<file path="src/rtl/fmul_72bit_exception_pack.sv">
// fmul_72bit_exception_pack
//   Final stage of the 72-bit FMUL pipeline. It resolves special operands
//   (zero / inf / NaN) and exponent overflow/underflow, then packs the result
//   as {sign, exp[10:0], fract[59:0]}. Results are queued in a small output
//   FIFO so that the upstream busy is driven from a register, and sticky
//   exception flags are kept.
//
// Ports
//   iCLOCK, inRESET (async, active-low), iRESET_SYNC (sync clear, active-high)
//   iDATA_VALID / oDATA_BUSY       upstream handshake (busy = FIFO full)
//   iDATA_SIGN, iDATA_EXP[12:0], iDATA_FRACT[60:0]   rounded result fields
//   iDATA_EXCEPT_*                 operand A/B exponent / fraction class bits
//   oDATA_VALID / iDATA_BUSY       downstream handshake (FIFO head)
//   oDATA_RESULT[71:0], oDATA_OVERFLOW/UNDERFLOW/INVALID   FIFO head contents
//   iSTICKY_CLEAR, oSTICKY_OVERFLOW/UNDERFLOW/INVALID      accumulated flags
module fmul_72bit_exception_pack #(
    parameter int DEPTH   = 2,
    parameter int EXP_MAX = 2047
) (
    input  logic        iCLOCK,
    input  logic        inRESET,
    input  logic        iRESET_SYNC,
    input  logic        iDATA_VALID,
    output logic        oDATA_BUSY,
    input  logic        iDATA_SIGN,
    input  logic [12:0] iDATA_EXP,
    input  logic [60:0] iDATA_FRACT,
    input  logic        iDATA_EXCEPT_EXP_A0,
    input  logic        iDATA_EXCEPT_EXP_B0,
    input  logic        iDATA_EXCEPT_EXP_A1,
    input  logic        iDATA_EXCEPT_EXP_B1,
    input  logic        iDATA_EXCEPT_FRACT_A0,
    input  logic        iDATA_EXCEPT_FRACT_B0,
    output logic        oDATA_VALID,
    input  logic        iDATA_BUSY,
    output logic [71:0] oDATA_RESULT,
    output logic        oDATA_OVERFLOW,
    output logic        oDATA_UNDERFLOW,
    output logic        oDATA_INVALID,
    input  logic        iSTICKY_CLEAR,
    output logic        oSTICKY_OVERFLOW,
    output logic        oSTICKY_UNDERFLOW,
    output logic        oSTICKY_INVALID
);

    localparam int AW = (DEPTH > 1) ? $clog2(DEPTH) : 1;
    localparam logic [AW:0]  FULL = (AW + 1)'(DEPTH);
    localparam logic [71:0]  QNAN = 72'h7FF800000000000000;

    typedef struct packed {
        logic        ovf;
        logic        unf;
        logic        inv;
        logic [71:0] res;
    } entry_t;

    // Special-operand resolution and exponent saturation, first match wins.
    function automatic entry_t pack_entry(
        input logic               sign,
        input logic signed [12:0] exp_s,
        input logic        [59:0] fract,
        input logic               a_exp0,
        input logic               a_exp1,
        input logic               a_fr0,
        input logic               b_exp0,
        input logic               b_exp1,
        input logic               b_fr0
    );
        entry_t e;
        logic   a_inf, a_nan, b_inf, b_nan;
        a_inf = a_exp1 & a_fr0;
        a_nan = a_exp1 & ~a_fr0;
        b_inf = b_exp1 & b_fr0;
        b_nan = b_exp1 & ~b_fr0;
        e = '0;
        if (a_nan | b_nan) begin
            e.res = QNAN;
        end else if ((a_inf & b_exp0) | (b_inf & a_exp0)) begin
            e.res = QNAN;
            e.inv = 1'b1;
        end else if (a_inf | b_inf) begin
            e.res = {sign, 11'h7FF, 60'h0};
        end else if (a_exp0 | b_exp0) begin
            // Denormal operands are flushed, so either zero class gives signed zero.
            e.res = {sign, 71'h0};
        end else if (exp_s <= 13'sd0) begin
            e.res = {sign, 71'h0};
            e.unf = 1'b1;
        end else if (int'(exp_s) >= EXP_MAX) begin
            e.res = {sign, 11'h7FF, 60'h0};
            e.ovf = 1'b1;
        end else begin
            e.res = {sign, exp_s[10:0], fract};
        end
        return e;
    endfunction

    // Hidden bit is implied by the packed format and is not stored.
    logic unused_hidden;
    assign unused_hidden = iDATA_FRACT[60];

    // ---- stage p0: classify and pack the incoming result ----
    entry_t entry_p0;
    logic   push_p0;

    assign entry_p0 = pack_entry(iDATA_SIGN, $signed(iDATA_EXP), iDATA_FRACT[59:0],
                                 iDATA_EXCEPT_EXP_A0, iDATA_EXCEPT_EXP_A1, iDATA_EXCEPT_FRACT_A0,
                                 iDATA_EXCEPT_EXP_B0, iDATA_EXCEPT_EXP_B1, iDATA_EXCEPT_FRACT_B0);

    // ---- stage p1: output FIFO and sticky flags ----
    entry_t          fifo_mem_p1 [DEPTH];
    logic [AW-1:0]   wr_ptr_p1;
    logic [AW-1:0]   rd_ptr_p1;
    logic [AW:0]     count_p1;
    logic [AW:0]     count_next;
    logic            vld_p1;
    logic            pop_p1;
    logic            sticky_ovf_p1;
    logic            sticky_unf_p1;
    logic            sticky_inv_p1;
    entry_t          head_p1;

    assign vld_p1     = (count_p1 != '0);
    assign oDATA_BUSY = (count_p1 == FULL);
    assign push_p0    = iDATA_VALID & ~oDATA_BUSY;
    assign pop_p1     = vld_p1 & ~iDATA_BUSY;

    always_comb begin
        count_next = count_p1;
        if (push_p0 && !pop_p1) begin
            count_next = count_p1 + (AW + 1)'(1);
        end else if (!push_p0 && pop_p1) begin
            count_next = count_p1 - (AW + 1)'(1);
        end
    end

    always_ff @(posedge iCLOCK or negedge inRESET) begin
        if (!inRESET) begin
            wr_ptr_p1     <= '0;
            rd_ptr_p1     <= '0;
            count_p1      <= '0;
            sticky_ovf_p1 <= 1'b0;
            sticky_unf_p1 <= 1'b0;
            sticky_inv_p1 <= 1'b0;
        end else if (iRESET_SYNC) begin
            wr_ptr_p1     <= '0;
            rd_ptr_p1     <= '0;
            count_p1      <= '0;
            sticky_ovf_p1 <= 1'b0;
            sticky_unf_p1 <= 1'b0;
            sticky_inv_p1 <= 1'b0;
        end else begin
            if (push_p0) wr_ptr_p1 <= wr_ptr_p1 + AW'(1);
            if (pop_p1)  rd_ptr_p1 <= rd_ptr_p1 + AW'(1);
            count_p1 <= count_next;
            // A new flag in the same cycle as a clear takes precedence.
            sticky_ovf_p1 <= (sticky_ovf_p1 & ~iSTICKY_CLEAR) | (push_p0 & entry_p0.ovf);
            sticky_unf_p1 <= (sticky_unf_p1 & ~iSTICKY_CLEAR) | (push_p0 & entry_p0.unf);
            sticky_inv_p1 <= (sticky_inv_p1 & ~iSTICKY_CLEAR) | (push_p0 & entry_p0.inv);
        end
    end

    // Storage needs no reset: the head is masked to zero whenever the FIFO is empty.
    always_ff @(posedge iCLOCK) begin
        if (push_p0) fifo_mem_p1[wr_ptr_p1] <= entry_p0;
    end

    assign head_p1 = fifo_mem_p1[rd_ptr_p1];

    assign oDATA_VALID       = vld_p1;
    assign oDATA_RESULT      = vld_p1 ? head_p1.res : 72'h0;
    assign oDATA_OVERFLOW    = vld_p1 & head_p1.ovf;
    assign oDATA_UNDERFLOW   = vld_p1 & head_p1.unf;
    assign oDATA_INVALID     = vld_p1 & head_p1.inv;
    assign oSTICKY_OVERFLOW  = sticky_ovf_p1;
    assign oSTICKY_UNDERFLOW = sticky_unf_p1;
    assign oSTICKY_INVALID   = sticky_inv_p1;

endmodule

</file>
<file path="config.mk">
export PLATFORM = sky130hd
export DESIGN_NAME = fmul_72bit_exception_pack
export DESIGN_NICKNAME = d
export VERILOG_FILES = /design/src/rtl/fmul_72bit_exception_pack.sv
export SDC_FILE = /design/constraint.sdc
export NUM_CORES = 1
export LEC_CHECK = 0
export CAP_MARGIN = 20
export CORE_MARGIN = 2
export CORE_UTILIZATION = 45
export DETAILED_ROUTE_END_ITERATION = 16
export GPL_TIMING_DRIVEN = 1
export PLACE_DENSITY = 0.79
export RECOVER_POWER = 100
export SKIP_LAST_GASP = 1
export SYNTH_ARGS = -nofsm -noshare
export SYNTH_HDL_FRONTEND = slang
export SYNTH_SLANG_ARGS = --single-unit
</file>
<file path="constraint.sdc">
create_clock -name iCLOCK -period 2.6 [get_ports iCLOCK]
set_input_delay 0.65 -clock iCLOCK [delete_from_list [all_inputs] [get_ports iCLOCK]]
set_output_delay 0.65 -clock iCLOCK [all_outputs]
set_load 0.01 [all_outputs]
</file>
**Word-level counts from Yosys, hierarchy flattened**

Memory sizes are Yosys's and may differ from the RTL's.
Index checks and enable logic that the tools add are counted.

- Flip-flop bits (word level): 7
- RAM bits: 150
- Bits of input ports: 87
- Output and inout port bits: 80
- Memories: 1

Memory list:

| name | words | bits a word | rd ports | clocked after memory_dff | write ports | line | source |
|---|---|---|---|---|---|---|---|
| fifo_mem_p1 | 2 | 75 | 1 | 0 | 1 | 111 | `entry_t fifo_mem_p1 [DEPTH];` |

- Add/subtract/negate cells: 4
- Magnitude comparators: 2
- Eq/ne operators: 1
- Muxes and demuxes: 27
- Bitwise logic cells: 29
- Reductions and logical operators: 8

Operators by type and width:

| kind | number |
|---|---|
| $mux 71 | 4 |
| $mux 72 | 3 |
| $and 1x1->1 | 17 |
| $ge 13x12->1 const B | 1 |
| $le 13x1->1 const B | 1 |
| $mux 1 | 13 |
| $mux 2 | 6 |
| $or 1x1->1 | 7 |
| $reduce_bool 2->1 | 3 |
| $not 1->1 | 5 |
| $mux 3 | 1 |
| $reduce_bool 3->1 | 1 |
| $add 1x1->1 const B | 2 |
| $add 2x1->2 const B | 1 |
| $eq 2x2->1 const B | 1 |
| $logic_and 1x1->1 | 2 |
| $logic_not 1->1 | 2 |
| $sub 2x1->2 const B | 1 |

**Longest topological paths before layout**

Gate-level depths: netlist of run 1.

- Depth after elaboration: 10
- Gate-level depth with buffers: 5
- Depth with buffers taken out: 4

**Worst setup path after synthesis of run 1**

OpenSTA, ideal clock, no wires.

- Path kind: in2reg
- From: in iDATA_VALID
- To: mem fifo_mem_p1[0][0] (netlist bit), enable pin
- Library setup time: 0.429 ns
- Arrival: 2.540 ns
- Required time: 2.171 ns
- Slack: -0.369 ns
- Stages: 3
- Cells stage by stage: inv_1 > or3_1 > inv_1

- Cells in the longest elaborated chain, start to end: 3

RTL lines:

| element | line | source |
|---|---|---|
| from (decl) | 23 | `input logic iDATA_VALID,` |
| $and 1x1->1 | 125 | `assign push_p0 = iDATA_VALID & ~oDATA_BUSY;` |
| $mux 1 | 165 | `if (push_p0) fifo_mem_p1[wr_ptr_p1] <= entry_p0;` |
| $mux 1 (not written as such) | 165 |  |
| to (decl) | 111 |  |

Every way passes these cells.

**Worst setup path in the final report of run 1**

- From: reg rd_ptr_p1
- To: out oDATA_RESULT[5]

- Cells in the longest elaborated chain, start to end: 2

RTL lines:

| element | line | source |
|---|---|---|
| from (decl) | 113 | `logic [AW-1:0] rd_ptr_p1;` |
| from (signal assigned) | 154 | `if (pop_p1) rd_ptr_p1 <= rd_ptr_p1 + AW'(1);` |
| $mem_v2 2x75 | - |  |
| $mux 72 | 171 | `assign oDATA_RESULT = vld_p1 ? head_p1.res : 72'h0;` |
| to (decl) | 36 | `output logic [71:0] oDATA_RESULT,` |

Every way passes these cells.

==> metrics.txt, run 1 <==
outcome=finished with violations; failing checks=setup timing; Rows=45; antenna violations before repair=0; WP buf/inv=2; hold path cells=2; Fmax=375 MHz; CP delay by family, top=buffers and inverters; layout cells sized above 1=0.118; routability cong.=0.867; DP HPWL=10100 µm; worst setup margin=-0.0683 ns; CP Max Fanout=38; DRT Wirelength=15400 µm; via count=4813; number of DRC markers in iteration 0=279; M2 GR Usage=0.339; post-synthesis cell count=544; TritonRoute pass-1 iters=4; CP Class=flop to primary output; top cell type's share of synthesized area=0.639; P per Cell Area=656 nW/µm²; crit end category=primary output; crit-path max cell delay=0.56 ns; Startpoint Class=flop; final setup violation count=38; Max H-tree Level=4; Via-to-Cell Ratio=5.05; WP data required=1.95 ns; Distinct cells, synth=38; GRT Util Overall=0.189; min-delay worst type=flop to flop; hold slack final=0.488 ns; DIE AREA=16700 µm²; grt met1 use=0.220; gr busiest metal=met2; clk slew on worst S/H paths=0.06 ns; Pins Over Slew Limit=0; Tmin final=2.67 ns; cell leakage power=3.64 nW; Setup TNS Final=-0.776 ns; most common cell after layout, fill and taps aside=edfxtp_1; final instance area=9740 µm²; Core Box Area=15300 µm²; max cap viols=0; Worst R2R Path Depth=5; Seq cells post-synth=157; largest net degree at the start of global routing=47; dpl ws=-0.156 ns; Final Cycle Share=1.03; nets@finish=817; Sink Count=157; drt wl/cell=16.2 µm; top cells by area, synth=edfxtp_1 64%, mux2i_1 11%, nor2_1 4.4%; CTS tree=done; Hold Violations, Final=0; Arr. time, crit path=2.02 ns; die height=129 µm; clock root buffer=clkbuf_16; vias in the first global route=4857; Crit. path cell count=4; Detail Route Antenna Nets=0; cell accounting for the most synthesized area=edfxtp_1; RSZ-0062 raised after global routing=true; slew margin rel.=0.418; synthesized area=7050 µm²; critical path's slowest cell=clkdlybuf4s50_1; Mapped Nets=631; crit path cell chain=buf_12 > mux2i_1 > nor2_1 > clkdlybuf4s50_1; post-layout util=0.638; die width=129 µm; register area share after synthesis=0.664; initial core utilization=0.462; Ys Warns=0; ANT cells=0; skew final=0.00835 ns; clock tree buffer depth=2; Global Route met3 Usage=0.0442; Peak VDD IR=0.000481 V; number of remaining DRC errors=0; Worst-Margin Slew=0.873 ns; most frequent cells in the layout=150 x edfxtp_1, 125 x clkdlybuf4s50_1, 82 x nor2_1, 75 x mux2i_1, 72 x inv_1; GR Overflow Total=0; Post-Syn Area per Cell=13.0 µm²; TritonCTS buffer count=17; placement-stage cell area=9210 µm²; cts hold-fix bufs=0; I/O Pins=167; port bufs=165; Clock Latency Late Sink=0.42 ns; R2R setup slack=0.32 ns; global-route wire length before repair=23800 µm; Area Growth Syn to Fin=38.2%
## routing by layer
layer  wire length, µm  vias up
met3               838       25
li1                  -     2303
met1              6190     2322
met5                 0        -
met4               294        0
met2              8100      163
## sequential cells by signal (all words and copies together), names as in the netlist
| signal | cells |
|---|---|
| oSTICKY_OVERFLOW | 1 |
| oSTICKY_INVALID | 1 |
| fifo_mem_p1 | 150 |
| oSTICKY_UNDERFLOW | 1 |
| count_p1 | 2 |
| rd_ptr_p1 | 1 |
| wr_ptr_p1 | 1 |
## path summary, 6_finish.rpt
kind,from,end
max,rd_ptr_p1,oDATA_RESULT[5]
min,oSTICKY_INVALID,oSTICKY_INVALID
max reg2reg,count_p1[0],fifo_mem_p1[0][39]
min reg2reg,oSTICKY_INVALID,oSTICKY_INVALID
max in group asynchronous,inRESET,rd_ptr_p1
min in group asynchronous,inRESET,wr_ptr_p1
## area by class of cell
type | count | area, µm²
timing repair buffer | 198 | 1960
tap | 211 | 264
inverter | 73 | 275
multi-input combinational | 283 | 1920
sequential | 157 | 4680
clock buffer | 17 | 425
clock inverter | 15 | 213
fill | 1177 | 5520
## report_power, final
group          switching [mW]  internal (mW)
clock network            1.00           1.62
registers              0.0371           2.91
logic                   0.421          0.407
## worst register-to-register path, delay by kind of cell (launching register included)
family        cells  cell delay, ns
flops             1            0.47
simple gates      2            0.59
buf+inv           3            0.84
## cells by family (layout without fill, tap and decap cells)
group	Yosys count	after routing	synth area share
AND/OR/NAND/NOR	176	176	0.131
buffers and inverters	104	303	0.0629
multiplexers	75	75	0.107
AO/OA/AOI/OAI	32	32	0.0360
flip-flops	157	157	0.664
## stage by stage
stage	power (mW)	cells
final	6.39	954
after CTS	6.46	952
after global placement	3.84	920
after detailed placement	3.87	920
after global routing	6.62	954
after floorplan	3.38	544
## cells in the mapped netlist
cell	n
a22oi_1	10
nor2b_1	2
nor2_1	82
nand2_1	6
o31a_1	2
a31oi_1	2
and3b_1	1
inv_1	73
or2b_1	1
o311a_1	1
o41ai_1	1
clkbuf_1	14
and3_1	2
buf_1	5
edfxtp_1	150
mux2i_1	75
nor2_2	1
nor3_1	41
and2_1	1
nand4_1	2
nor4b_1	1
o311ai_4	1
o31ai_2	1
or3_1	2
a21oi_1	3
dfrtp_1	7
a21o_1	1
buf_2	6
or4_4	2
or4_1	1
o31ai_1	3
buf_6	6
nand4b_1	2
o21ai_0	6
nor3_2	19
nand3_1	3
nand2b_1	7
o41ai_2	1
## timing repair
action,CTS,global route
setup endpoints to repair,72,46
pin swaps,0,1
resized for setup,29,3
setup buffers,0,1
gates cloned,0,1
(Power assumes the default switching activity.)
==> run 2, diff against run 1 <==
--- a/config.mk
+++ b/config.mk
@@ -7,10 +7,11 @@
 export LEC_CHECK = 0
 export CAP_MARGIN = 20
 export CORE_MARGIN = 2
-export CORE_UTILIZATION = 45
+export CORE_UTILIZATION = 50
 export DETAILED_ROUTE_END_ITERATION = 16
+export DONT_BUFFER_PORTS = 1
 export GPL_TIMING_DRIVEN = 1
-export PLACE_DENSITY = 0.79
+export PLACE_DENSITY = 0.71
 export RECOVER_POWER = 100
 export SKIP_LAST_GASP = 1
 export SYNTH_ARGS = -nofsm -noshare
==> run 2 against run 1 <==
- the run now ends clean
- non-clock buffer count shrank 181
- final cell count fell by 22%
- combinational power shrank 40%
- hold slack got worse by 0.20 ns
- flip-flop and latch count unchanged
- first-iteration DRC count is 5.0% lower
- clock skew fell by 0.0027 ns
- sequential power about the same
- critical path type unchanged
- critical endpoint is now oDATA_RESULT[32]
- largest power group unchanged
==> metrics.txt, run 2 (synthesis gave the netlist of run 1 again) <==
largest net degree at the start of global routing=61; placement-stage cell area=7310 µm²; Area Growth Syn to Fin=10.1%; final setup violation count=0; slew margin rel.=0.393; GRT Util Overall=0.188; Hold Violations, Final=0; R2R setup slack=0.37 ns; Clock Latency Late Sink=0.42 ns; Top Registers=fifo_mem_p1 x150, count_p1 x2; max reg flops=150; Peak VDD IR=0.000373 V; port bufs=0; CP Class=flop to primary output; Worst-Margin Slew=0.910 ns; P per Cell Area=750 nW/µm²; number of DRC markers in iteration 0=265; hold path cells=1; critical path's slowest cell=dfrtp_4; most common cell after layout, fill and taps aside=edfxtp_1; CTS tree=done; outcome=complete, no violations; clock root buffer=clkbuf_16; CP Max Fanout=17; nets@finish=636; most frequent cells in the layout=150 x edfxtp_1, 81 x nor2_1, 75 x mux2i_1, 72 x inv_1, 60 x nor3_1; Max H-tree Level=4; CTS resizes=0; Setup TNS Final=0 ns; global-route wire length before repair=20900 µm; final instance area=7760 µm²; TritonRoute pass-1 iters=5; Core Box Area=13800 µm²; Via-to-Cell Ratio=5.52; clock tree buffer depth=2; Pins Over Slew Limit=0; routability cong.=0.849; antenna violations before repair=0; Final Cycle Share=0.920; GR Overflow Total=0; DRT Wirelength=13700 µm; skew final=0.00564 ns; crit-path max cell delay=0.64 ns; DP HPWL=8930 µm; die height=123 µm; ANT cells=0; DIE AREA=15100 µm²; die width=123 µm; drt wl/cell=18.5 µm; RSZ-0062 raised after global routing=false; post-layout util=0.561; min-delay worst type=input port to flop; Largest Register=fifo_mem_p1; max cap viols=0; I/O Pins=167; clk slew on worst S/H paths=0.05 ns; number of remaining DRC errors=0; crit path cell chain=buf_6 > mux2i_1 > nor2_1; Fmax=418 MHz; cell leakage power=2.73 nW; via count=4083; Tmin final=2.39 ns; vias in the first global route=4263; Startpoint Class=flop; Detail Route Antenna Nets=0; crit end category=primary output; layout cells sized above 1=0.0857; Rows=43; TritonCTS buffer count=17; Arr. time, crit path=1.74 ns; Sink Count=157; WP data required=1.95 ns; initial core utilization=0.510; Worst R2R Path Depth=3
-- run 2: changes by cell type in the layout (fill, tap and decap cells not counted), moves of 7 or more --
cell	change
buf_4	-11
dlygate4sd2_1	-29
clkdlybuf4s50_1	-125
nor3_2	-19
nor3_1	+19
dlygate4sd3_1	-7
-- run 2: stage by stage --
step | hold slack [ns] | instances | total power [mW] | worst slack (ns)
floorplan | 0.354 | 544 | 3.38 | 0.234
global placement | 0.355 | 708 | 3.50 | 0.284
detailed placement | 0.355 | 708 | 3.52 | 0.244
CTS | 0.273 | 739 | 5.88 | 0.0350
global route | 0.271 | 740 | 6.04 | 0.105
finish | 0.287 | 740 | 5.82 | 0.209
-- run 2: what timing repair did --
item                                    CTS  global route
endpoints found under the setup margin    0             8
buffers inserted                          0             1
endpoints found under the hold margin     7             0
hold buffers                              1             0
-- run 2: worst paths after layout --
kind	start	end
worst max-delay path	rd_ptr_p1	oDATA_RESULT[32]
worst min-delay path	iRESET_SYNC	rd_ptr_p1
worst max register to register	count_p1[0]	fifo_mem_p1[1][22]
worst min register to register	wr_ptr_p1	wr_ptr_p1
max in group asynchronous	inRESET	rd_ptr_p1
min in group asynchronous	inRESET	oSTICKY_UNDERFLOW
-- run 2: area by class of cell --
type,instances,area [µm²]
fillers,1156,6070
flip-flops and latches,157,4680
multi-input cells,283,1840
clock buffers,21,440
inverters,73,275
well taps,180,225
repair buffers,17,171
clock inverters,9,121
-- run 2: routing by layer --
metal  GRT usage  wire, µm  vias up
met5           0         0        -
met4      0.0912       289        0
met3      0.0655      1150       19
met2       0.299      6470      156
met1       0.230      5790     1973
li1            -         -     1935
-- run 2: critical path: cells and delay by family (launching register included) --
family	cells	cell delay [ns]
flip-flops	1	0.64
AND/OR/NAND/NOR	1	0.11
buffers and inverters	1	0.30
multiplexers	1	0.27
-- run 2: where the power goes --
group | switching, mW | total (mW) | internal, mW
clock | 0.883 | 2.37 | 1.49
sequential | 0.0455 | 2.95 | 2.91
combinational | 0.341 | 0.498 | 0.157
==> run 3, diff against run 2 <==
--- a/config.mk
+++ b/config.mk
@@ -5,7 +5,6 @@
 export SDC_FILE = /design/constraint.sdc
 export NUM_CORES = 1
 export LEC_CHECK = 0
-export CAP_MARGIN = 20
 export CORE_MARGIN = 2
 export CORE_UTILIZATION = 50
 export DETAILED_ROUTE_END_ITERATION = 16
==> results of run 3 <==
Same layout as run 2: the final DEF is identical, and so are final timing and power.
